===== src/rtl/rp_seek_ctrl.sv =====
// ---------------------------------------------------------------------------
// rp_seek_ctrl
// Per-drive positioner sequencer for the RPxx disk emulation. It accepts
// SEEK / RECAL / PRESET command strobes and steps the current cylinder
// address toward the requested cylinder at a fixed rate. It then waits for
// the heads to settle and raises attention. It also follows cylinder
// increments from the transfer logic so that CCA tracks DCA across spiral
// transfers.
//
// Ports
//   clk       in   clock
//   rst       in   synchronous active-high reset
//   rpSEEK    in   one-clock seek strobe
//   rpRECAL   in   one-clock recalibrate strobe
//   rpPRESET  in   one-clock preset strobe
//   rpINCCYL  in   one-clock cylinder increment from the transfer logic
//   rpDCA     in   [9:0] desired cylinder address (RPDC)
//   rpATACLR  in   one-clock attention clear
//   rpCCA     out  [9:0] current cylinder address
//   rpDRY     out  drive ready
//   rpPIP     out  positioning in progress
//   rpATA     out  attention
//   rpIVC     out  invalid cylinder error
//   rpSKDONE  out  one-clock pulse on seek/recal completion
// ---------------------------------------------------------------------------
module rp_seek_ctrl #(
   parameter int NUM_CYL    = 815,
   parameter int STEP_DLY   = 100,
   parameter int SETTLE_DLY = 500
) (
   input  logic       clk,
   input  logic       rst,
   input  logic       rpSEEK,
   input  logic       rpRECAL,
   input  logic       rpPRESET,
   input  logic       rpINCCYL,
   input  logic [9:0] rpDCA,
   input  logic       rpATACLR,
   output logic [9:0] rpCCA,
   output logic       rpDRY,
   output logic       rpPIP,
   output logic       rpATA,
   output logic       rpIVC,
   output logic       rpSKDONE
);

   localparam int STEP_W   = (STEP_DLY   > 1) ? $clog2(STEP_DLY)   : 1;
   localparam int SETTLE_W = (SETTLE_DLY > 1) ? $clog2(SETTLE_DLY) : 1;
   localparam logic [STEP_W-1:0]   STEP_LOAD   = STEP_W'(STEP_DLY - 1);
   localparam logic [SETTLE_W-1:0] SETTLE_LOAD = SETTLE_W'(SETTLE_DLY - 1);
   localparam logic [9:0]          CYL_MAX     = 10'(NUM_CYL - 1);

   typedef enum logic [2:0] {
      IDLE,
      CHECK,
      STEP,
      SETTLE,
      DONE
   } state_t;

   state_t              r_state,     w_stateNxt;
   logic [9:0]          r_target,    w_targetNxt;
   logic [STEP_W-1:0]   r_stepTmr,   w_stepTmrNxt;
   logic [SETTLE_W-1:0] r_settleTmr, w_settleTmrNxt;
   logic [9:0]          r_cca,       w_ccaNxt;
   logic                r_dry,       w_dryNxt;
   logic                r_pip,       w_pipNxt;
   logic                r_ata,       w_ataNxt;
   logic                r_ivc,       w_ivcNxt;
   logic                r_skDone,    w_skDoneNxt;
   logic                w_ataSet;
   logic                w_ataPresetClr;
   logic [9:0]          w_stepCca;

   // Cylinder after one step toward the target; only used while stepping,
   // when the target is known to differ from the current cylinder.
   assign w_stepCca = (r_target > r_cca) ? (r_cca + 10'd1) : (r_cca - 10'd1);

   // State and status registers. Reset overrides everything, including a
   // seek in flight, so an aborted seek never produces a completion pulse.
   always_ff @(posedge clk) begin
      if (rst) begin
         r_state     <= IDLE;
         r_target    <= '0;
         r_stepTmr   <= '0;
         r_settleTmr <= '0;
         r_cca       <= '0;
         r_dry       <= 1'b1;
         r_pip       <= 1'b0;
         r_ata       <= 1'b0;
         r_ivc       <= 1'b0;
         r_skDone    <= 1'b0;
      end else begin
         r_state     <= w_stateNxt;
         r_target    <= w_targetNxt;
         r_stepTmr   <= w_stepTmrNxt;
         r_settleTmr <= w_settleTmrNxt;
         r_cca       <= w_ccaNxt;
         r_dry       <= w_dryNxt;
         r_pip       <= w_pipNxt;
         r_ata       <= w_ataNxt;
         r_ivc       <= w_ivcNxt;
         r_skDone    <= w_skDoneNxt;
      end
   end

   // Next-state and next-status logic. Commands are only decoded in IDLE,
   // apart from PRESET, which may clear the error flag while the heads move.
   // Attention is collected as set/clear requests and resolved at the end so
   // that a same-clock set always wins over a clear.
   always_comb begin
      w_stateNxt     = r_state;
      w_targetNxt    = r_target;
      w_stepTmrNxt   = r_stepTmr;
      w_settleTmrNxt = r_settleTmr;
      w_ccaNxt       = r_cca;
      w_dryNxt       = r_dry;
      w_pipNxt       = r_pip;
      w_ivcNxt       = r_ivc;
      w_skDoneNxt    = 1'b0;
      w_ataSet       = 1'b0;
      w_ataPresetClr = 1'b0;

      case (r_state)
         IDLE: begin
            if (rpPRESET) begin
               w_ivcNxt       = 1'b0;
               w_ataPresetClr = 1'b1;
            end else if (rpRECAL) begin
               w_targetNxt = '0;
               w_dryNxt    = 1'b0;
               w_pipNxt    = 1'b1;
               w_stateNxt  = CHECK;
            end else if (rpSEEK) begin
               if (int'(rpDCA) >= NUM_CYL) begin
                  w_ivcNxt = 1'b1;
                  w_ataSet = 1'b1;
                  w_pipNxt = 1'b0;
                  w_dryNxt = 1'b1;
               end else begin
                  w_targetNxt = rpDCA;
                  w_dryNxt    = 1'b0;
                  w_pipNxt    = 1'b1;
                  w_stateNxt  = CHECK;
               end
            end else if (rpINCCYL) begin
               if (r_cca == CYL_MAX) begin
                  w_ivcNxt = 1'b1;
                  w_ataSet = 1'b1;
               end else begin
                  w_ccaNxt = r_cca + 10'd1;
               end
            end
         end

         CHECK: begin
            if (r_target == r_cca) begin
               w_settleTmrNxt = SETTLE_LOAD;
               w_stateNxt     = SETTLE;
            end else begin
               w_stepTmrNxt = STEP_LOAD;
               w_stateNxt   = STEP;
            end
         end

         STEP: begin
            if (r_stepTmr == '0) begin
               w_ccaNxt = w_stepCca;
               if (w_stepCca == r_target) begin
                  w_settleTmrNxt = SETTLE_LOAD;
                  w_stateNxt     = SETTLE;
               end else begin
                  w_stepTmrNxt = STEP_LOAD;
               end
            end else begin
               w_stepTmrNxt = r_stepTmr - STEP_W'(1);
            end
         end

         SETTLE: begin
            if (r_settleTmr == '0) begin
               w_stateNxt = DONE;
            end else begin
               w_settleTmrNxt = r_settleTmr - SETTLE_W'(1);
            end
         end

         DONE: begin
            w_skDoneNxt = 1'b1;
            w_ataSet    = 1'b1;
            w_pipNxt    = 1'b0;
            w_dryNxt    = 1'b1;
            w_stateNxt  = IDLE;
         end

         default: begin
            w_stateNxt = IDLE;
         end
      endcase

      if ((r_state != IDLE) && rpPRESET) begin
         w_ivcNxt = 1'b0;
      end

      if (w_ataSet) begin
         w_ataNxt = 1'b1;
      end else if (rpATACLR || w_ataPresetClr) begin
         w_ataNxt = 1'b0;
      end else begin
         w_ataNxt = r_ata;
      end
   end

   assign rpCCA    = r_cca;
   assign rpDRY    = r_dry;
   assign rpPIP    = r_pip;
   assign rpATA    = r_ata;
   assign rpIVC    = r_ivc;
   assign rpSKDONE = r_skDone;

endmodule


===== config.mk =====
export PLATFORM = sky130hd
export DESIGN_NAME = rp_seek_ctrl
export DESIGN_NICKNAME = d
export VERILOG_FILES = /design/src/rtl/rp_seek_ctrl.sv
export SDC_FILE = /design/constraint.sdc
export NUM_CORES = 1
export LEC_CHECK = 0
export ABC_AREA = 1
export CAP_MARGIN = 15
export CELL_PAD_IN_SITES_DETAIL_PLACEMENT = 2
export CELL_PAD_IN_SITES_GLOBAL_PLACEMENT = 2
export CORE_AREA = 5 5 104 106
export DETAILED_ROUTE_END_ITERATION = 6
export DIE_AREA = 0 0 109 111
export MAX_ROUTING_LAYER = met4
export PLACE_DENSITY_LB_ADDON = 0.1
export SLEW_MARGIN = 20
export SYNTH_ARGS = -nofsm -noshare
export SYNTH_HDL_FRONTEND = slang
export SYNTH_SLANG_ARGS = --single-unit
export TNS_END_PERCENT = 20

===== constraint.sdc =====
create_clock -name clk -period 7.2 [get_ports clk]
set_clock_uncertainty 0.1 [all_clocks]
set_input_delay 1.44 -clock clk [delete_from_list [all_inputs] [get_ports clk]]
set_output_delay 1.44 -clock clk [all_outputs]
set_load 0.01 [all_outputs]

==> run summary, run 1 <==
Status: completed
CP peak stage delay: 0.67 ns
Antenna violations before repair: 0
Critical Path End Type: flop
Slowest cell on the critical path: nand3_1
Congestion Overflow GR: 0
Routed WL: 11,000 um
Average size of a mapped cell: 6.445 um2
Worst r2r src: rpCCA[5]
Register area share after synthesis: 0.2712
Post-synth EDFFs: 0
Ys async rst share: 0
Detailed placer's ending HPWL: 8708 um
Die height: 111 um
IO Port Bufs: 31
Largest net degree at the start of global routing: 25
Hold WC Path Type: reg -> reg
Vias per cell: 5.130
Boundary Pins: 32
Fin area: 3714 um2
FF-to-FF path depth: 15
Kind of critical path: in -> reg
Vias in the first global route: 3,686
Main synth FF type: dfxtp_1
Placed inst area: 3636 um2
Die area: 12,100 um2
Syn Nets: 536
Slew at the pin closest to its max-slew limit: 1.051 ns
RR Endpoint: r_stepTmr[5]
1st-pass router iterations: 4
Tcrit/Tclk final: 0.4993
Synthesized area: 3248 um2
WL per Instance: 16.67 um
Core area: 9684 um2
Standby leakage power: 1.660 nW
Non-Filler Instances: 660
Pwr Density: 502.3 nW/um2
Crit Path Max Fanout: 22
Synth cell types: 40
R2R Setup Slk: 3.72 ns
Pins Over Slew Limit: 0
Worst-path cell chain: clkdlybuf4s50_1 -> a41oi_1 -> nor2_1 -> o211ai_1 -> nand3_1 -> o21ai_0 -> a21oi_1
Htree depth: 2
# nets final: 559
Yosys warning count: 0
Row count: 36
Setup-failing EPs final: 0
Mapped Cells: 504
Setup TNS: 0 ns
Inst Count DP: 653
Post-CTS Hold Fix Bufs: 0
Aggregate global-route resource usage: 0.1941
Residual DRC: 0
DRT antenna net count: 0
Clock Tree Buf Depth: 2
1st-iter DRT viols: 62
Setup bufs post-CTS: 0
Final hold viol count: 0
Resized cells post-CTS: 0
Crit path time final: 3.595 ns
Commonest non-fill, non-tap cell in the layout: nand2_1
#FFs+latches synth: 44
CP Capture Point: r_target[9]
Gpl congestion: 0.7934
Antenna cell count: 0
Most frequent cells in the layout: nand2_1, inv_1, nand3_1
Starting Density: 0.3354
RSZ-0062 raised after global routing: false
Clock slew at reported path FFs: 0.09 ns
Startpoint Class: primary input
Maximum VDD drop: 164.0 uV
Worst-Skew Late Latency: 0.31 ns
Die Span X: 109 um
WP data arrival: 3.66 ns
Area delta synth->final: 14.33%
TritonCTS Buffers: 5
Power Total: 0.001865 W
Clock sinks: 44
Share of cells above drive strength 1: 0.07780
Slew headroom: 0.2964
Max-Cap Viols: 0
CTS tree: built
CP Data Required Time: 7.26 ns
Worst Setup SP: rpDCA[1]
Fmax: 278.2 MHz
Final core occ: 0.3835
Total number of vias: 3,386
Global-route wire length before repair: 18,550 um
Root Buffer: clkbuf_8
[flip-flops by register name, indices dropped and copies added (netlist names)]
name	cells
rpPIP	1
r_state	3
rpATA	1
rpSKDONE	1
r_stepTmr	7
r_settleTmr	9
rpCCA	10
rpDRY	1
rpIVC	1
r_target	10
[Yosys cell counts (7+ instances only)]
cell      count  share of area
inv_2         8         0.0092
a221oi_1      9          0.024
nor2_1       46          0.053
nor3_1       11          0.017
xor2_1       11          0.030
inv_1        67          0.077
nand3_1      55          0.085
nor2_2        8          0.015
a21oi_1      42          0.065
clkbuf_1      7         0.0081
dfxtp_1      44           0.27
ha_1         15          0.058
nand2_1     113           0.13
a211oi_1      9          0.021
o21ai_0       9          0.014
[critical path, delay by kind of cell]
family                 cells  cell delay (ns)
buffers and inverters      1             0.42
AND/OR/NAND/NOR            2             0.77
AO/OA/AOI/OAI              4             1.02
[power by group]
group / internal, W / leakage (nW) / switching (W)
logic: 0.000436 / 1.26 / 0.000841
clock network: 0.0000665 / 0.0410 / 0.0000944
registers: 0.000330 / 0.362 / 0.0000982
total: 0.000832 / 1.66 / 0.00103
[stage by stage]
stage / hold WS, ns / worst slack [ns]
finish: 0.3899 / 3.605
global route: 0.4264 / 3.339
floorplan: 0.3372 / 4.464
CTS: 0.3997 / 3.602
global placement: 0.3605 / 3.466
detailed placement: 0.3810 / 3.303
[final cells by class]
class	instances	area, um2
Multi-Input combinational cell	367	1978
Fill cell	1222	5971
Clock buffer	6	72.57
Timing Repair Buffer	33	325.3
Tap cell	133	166.4
Inverter	76	285.3
Sequential cell	44	880.8
Clock inverter	1	5.005
[routing by layer]
layer / up-vias / track usage / wire [um]
li1: 1707 / - / -
met1: 1650 / 0.2289 / 4913
met2: 25 / 0.3546 / 5847
met3: 4 / 0.02097 / 174
met4: 0 / 0.03199 / 62
met5: - / - / 0
[how the worst min path moves through the flow]
stage	startpoint	endpoint	slack, ns	cells past startpoint
CTS	r_stepTmr[6]	r_stepTmr[6]	0.40	2
detailed placement	r_settleTmr[0]	r_settleTmr[0]	0.38	2
floorplan	r_target[0]	r_target[0]	0.34	2
finish	r_stepTmr[6]	r_stepTmr[6]	0.39	2
global placement	r_settleTmr[8]	r_settleTmr[8]	0.36	2
global route	r_stepTmr[1]	r_stepTmr[1]	0.43	2
[cells by family after synthesis]
kind of cell / after synthesis / share of synthesized area
xor+xnor: 12 / 0.03236
compound gates: 82 / 0.1545
simple gates: 258 / 0.3644
fa+ha+maj: 15 / 0.05778
buf+inv: 93 / 0.1198
flops: 44 / 0.2712
Note: power is estimated with default switching activity, not from simulation.
==> inputs of run 2 (changes only) <==
--- a/config.mk
+++ b/config.mk
@@ -9,9 +9,9 @@
 export CAP_MARGIN = 15
 export CELL_PAD_IN_SITES_DETAIL_PLACEMENT = 2
 export CELL_PAD_IN_SITES_GLOBAL_PLACEMENT = 2
-export CORE_AREA = 5 5 104 106
+export CORE_AREA = 5 5 114 116
 export DETAILED_ROUTE_END_ITERATION = 6
-export DIE_AREA = 0 0 109 111
+export DIE_AREA = 0 0 119 121
 export MAX_ROUTING_LAYER = met4
 export PLACE_DENSITY_LB_ADDON = 0.1
 export SLEW_MARGIN = 20
==> constraint.sdc (replaced) <==
create_clock -name clk -period 2.95 [get_ports clk]
set_clock_uncertainty 0.1 [all_clocks]
set_input_delay 0.59 -clock clk [delete_from_list [all_inputs] [get_ports clk]]
set_output_delay 0.59 -clock clk [all_outputs]
set_load 0.01 [all_outputs]
==> run 2 against run 1 <==
Effect of this change: power rose to 2.7 times the previous value; setup slack worse by 3.4 ns; hold slack worse by 0.0086 ns; routed wire length up 4.7%; final cell count up 4.8%; combinational power rose to 2.7 times the previous value; die area up 19%; sequential share of layout area down 1.7 points; design area up 8.2%; global-route usage down 2.5 points; register-to-register slack worse by 3.5 ns; utilization down 4.3 points.
==> run summary, run 2 (synthesized netlist as in run 1, its figures left out) <==
Status: completed
Detailed placer's ending HPWL: 9263 um (+6.4%)
CTS tree: built
Standby leakage power: 1.790 nW (+7.8%)
Vias per cell: 5.006 (-2.4%)
Pwr Density: 1265 nW/um2 (+150%)
Crit Path Max Fanout: 10 (-55%)
WP data arrival: 2.84 ns (-0.82 ns)
Commonest non-fill, non-tap cell in the layout: nand2_1
Max-Cap Viols: 0 (unchanged)
Critical Path End Type: flop
Routed WL: 11,520 um (+4.7%)
Clock Tree Buf Depth: 2 (unchanged)
Core area: 11,810 um2 (+22%)
Post-CTS Hold Fix Bufs: 0 (unchanged)
CP Data Required Time: 3.04 ns (-4.22 ns)
1st-iter DRT viols: 80 (+29%)
Worst-Skew Late Latency: 0.30 ns (about the same)
Largest net degree at the start of global routing: 24 (-4.0%)
Area delta synth->final: 23.65%
Row count: 40 (+11%)
Most frequent cells in the layout: nand2_1, inv_1, nand3_1
Die area: 14,400 um2 (+19%)
Setup-failing EPs final: 0 (unchanged)
Clock slew at reported path FFs: 0.06 ns (-0.03 ns)
Startpoint Class: flop
Die height: 121 um (+9.0%)
CP peak stage delay: 0.38 ns (-0.29 ns)
Top delay family on crit path: simple AND/OR/NAND/NOR gates
Die Span X: 119 um (+9.2%)
Slowest cell on the critical path: dfxtp_2
Layout filler cell count: 1,459 (+19%)
RSZ-0062 raised after global routing: false
Kind of critical path: reg -> reg
Aggregate global-route resource usage: 0.1692 (-0.02494)
Global-route wire length before repair: 18,980 um (+2.3%)
Vias in the first global route: 3,872 (+5.0%)
Starting Density: 0.2750 (-0.06040)
Final hold viol count: 0 (unchanged)
Htree depth: 2 (unchanged)
Tcrit/Tclk final: 0.9298
WHS: 0.3813 ns (-0.008639 ns)
Congestion Overflow GR: 0 (unchanged)
Residual DRC: 0 (unchanged)
WL per Instance: 16.64 um (-0.14%)
Worst-path cell chain: inv_2 -> ha_1 -> nand2_1 -> nor2_4 -> nand3_1 -> nand3_2 -> buf_4 -> nand3b_1 -> nand3_1 -> nand3_1 -> nor2_4 -> nand3_4 -> nand2_8 -> nand3_1 -> nand2_1 -> nor2_1
Root Buffer: clkbuf_16
Boundary Pins: 32 (unchanged)
Antenna violations before repair: 0 (unchanged)
1st-pass router iterations: 4 (unchanged)
Antenna cell count: 0 (unchanged)
DRT antenna net count: 0 (unchanged)
Clock sinks: 44 (unchanged)
Hold WC Path Type: reg -> reg
Fmax: 364.6 MHz
Slew at the pin closest to its max-slew limit: 0.7497 ns (-0.3017 ns)
# nets final: 576 (+3.0%)
Share of cells above drive strength 1: 0.1229 (+0.04514)
Slew headroom: 0.4996 (+0.2032)
Gpl congestion: 0.8332 (+5.0%)
Most used cell, CP: nand3_1
Pins Over Slew Limit: 0 (unchanged)
Setup TNS: 0 ns (unchanged)
Maximum VDD drop: 356.1 uV (+120%)
WP buf/inv: 2 (+1)
IO Port Bufs: 31 (unchanged)
Crit path time final: 2.743 ns
TritonCTS Buffers: 5 (unchanged)
Total number of vias: 3,464 (+2.3%)
## run 2: changes by cell type in the layout (fill, tap and decap cells not counted), moves of 2 or more
cell | previous run | this run
nor2_4 | 0 | 4
buf_4 | 2 | 18
nand4_2 | 3 | 1
clkbuf_16 | 0 | 5
clkbuf_8 | 5 | 1
nor2_2 | 8 | 4
nand4_4 | 0 | 2
dfxtp_2 | 0 | 2
nand2_1 | 113 | 111
dfxtp_1 | 44 | 42
## run 2: per-layer routing
metal / global-route usage / vias up / share of wire / wire [um]
met2: 0.3176 / 27 / 0.54 / 6204
met3: 0.02797 / 20 / 0.015 / 167
li1: - / 1742 / - / -
met4: 0.06734 / 0 / 0.034 / 390
met5: - / - / 0 / 0
met1: 0.1758 / 1675 / 0.41 / 4754
## run 2: what timing repair did
item                                    in CTS  in global routing
endpoints found under the setup margin       0                 17
buffers inserted                             0                  0
resized for setup                            0                 16
## run 2: cell type report
| type | instances | area (um2) | area share |
|---|---|---|---|
| clock buffer | 6 | 138.9 | 0.03458 |
| clock inverter | 2 | 10.01 | 0.002492 |
| inverter | 76 | 285.3 | 0.07103 |
| multi-input combinational | 368 | 2069 | 0.5153 |
| sequential | 44 | 883.3 | 0.2199 |
| tap | 147 | 183.9 | 0.04579 |
| timing repair buffer | 49 | 445.4 | 0.1109 |
## run 2: worst paths after layout
check	start	to	slack (ns)	cells past startpoint
setup / recovery	rpCCA[7]	r_state[0]	0.21	16
hold / removal	rpDRY	rpDRY	0.38	2
setup reg to reg	rpCCA[7]	r_state[0]	0.21	16
hold reg to reg	rpDRY	rpDRY	0.38	2
## run 2: power by group
group	total [W]	internal (W)	switching (W)
logic	0.00350	0.00122	0.00227
registers	0.000999	0.000809	0.000190
clock network	0.000585	0.000334	0.000251
## run 2: stage by stage
| step | power [W] | util | instances | setup slack, ns | instance area [um2] |
|---|---|---|---|---|---|
| finish | 0.005083 | 0.3400 | 692 | 0.2072 | 4016 |
| global route | 0.005637 | 0.3400 | 692 | 0.002987 | 4016 |
| CTS | 0.005004 | 0.3321 | 691 | 0.001161 | 3923 |
| detailed placement | 0.004373 | 0.3195 | 683 | 0.03764 | 3774 |
| global placement | 0.004230 | 0.3195 | 683 | 0.1675 | 3774 |
| floorplan | 0.003384 | - | 504 | 0.3931 | 3248 |
## run 2: worst min-delay path, delay by kind of cell (launching register included)
| family | cells | cell delay, ns |
|---|---|---|
| simple gates | 1 | 0.05 |
| compound gates | 1 | 0.08 |
| flops | 1 | 0.32 |
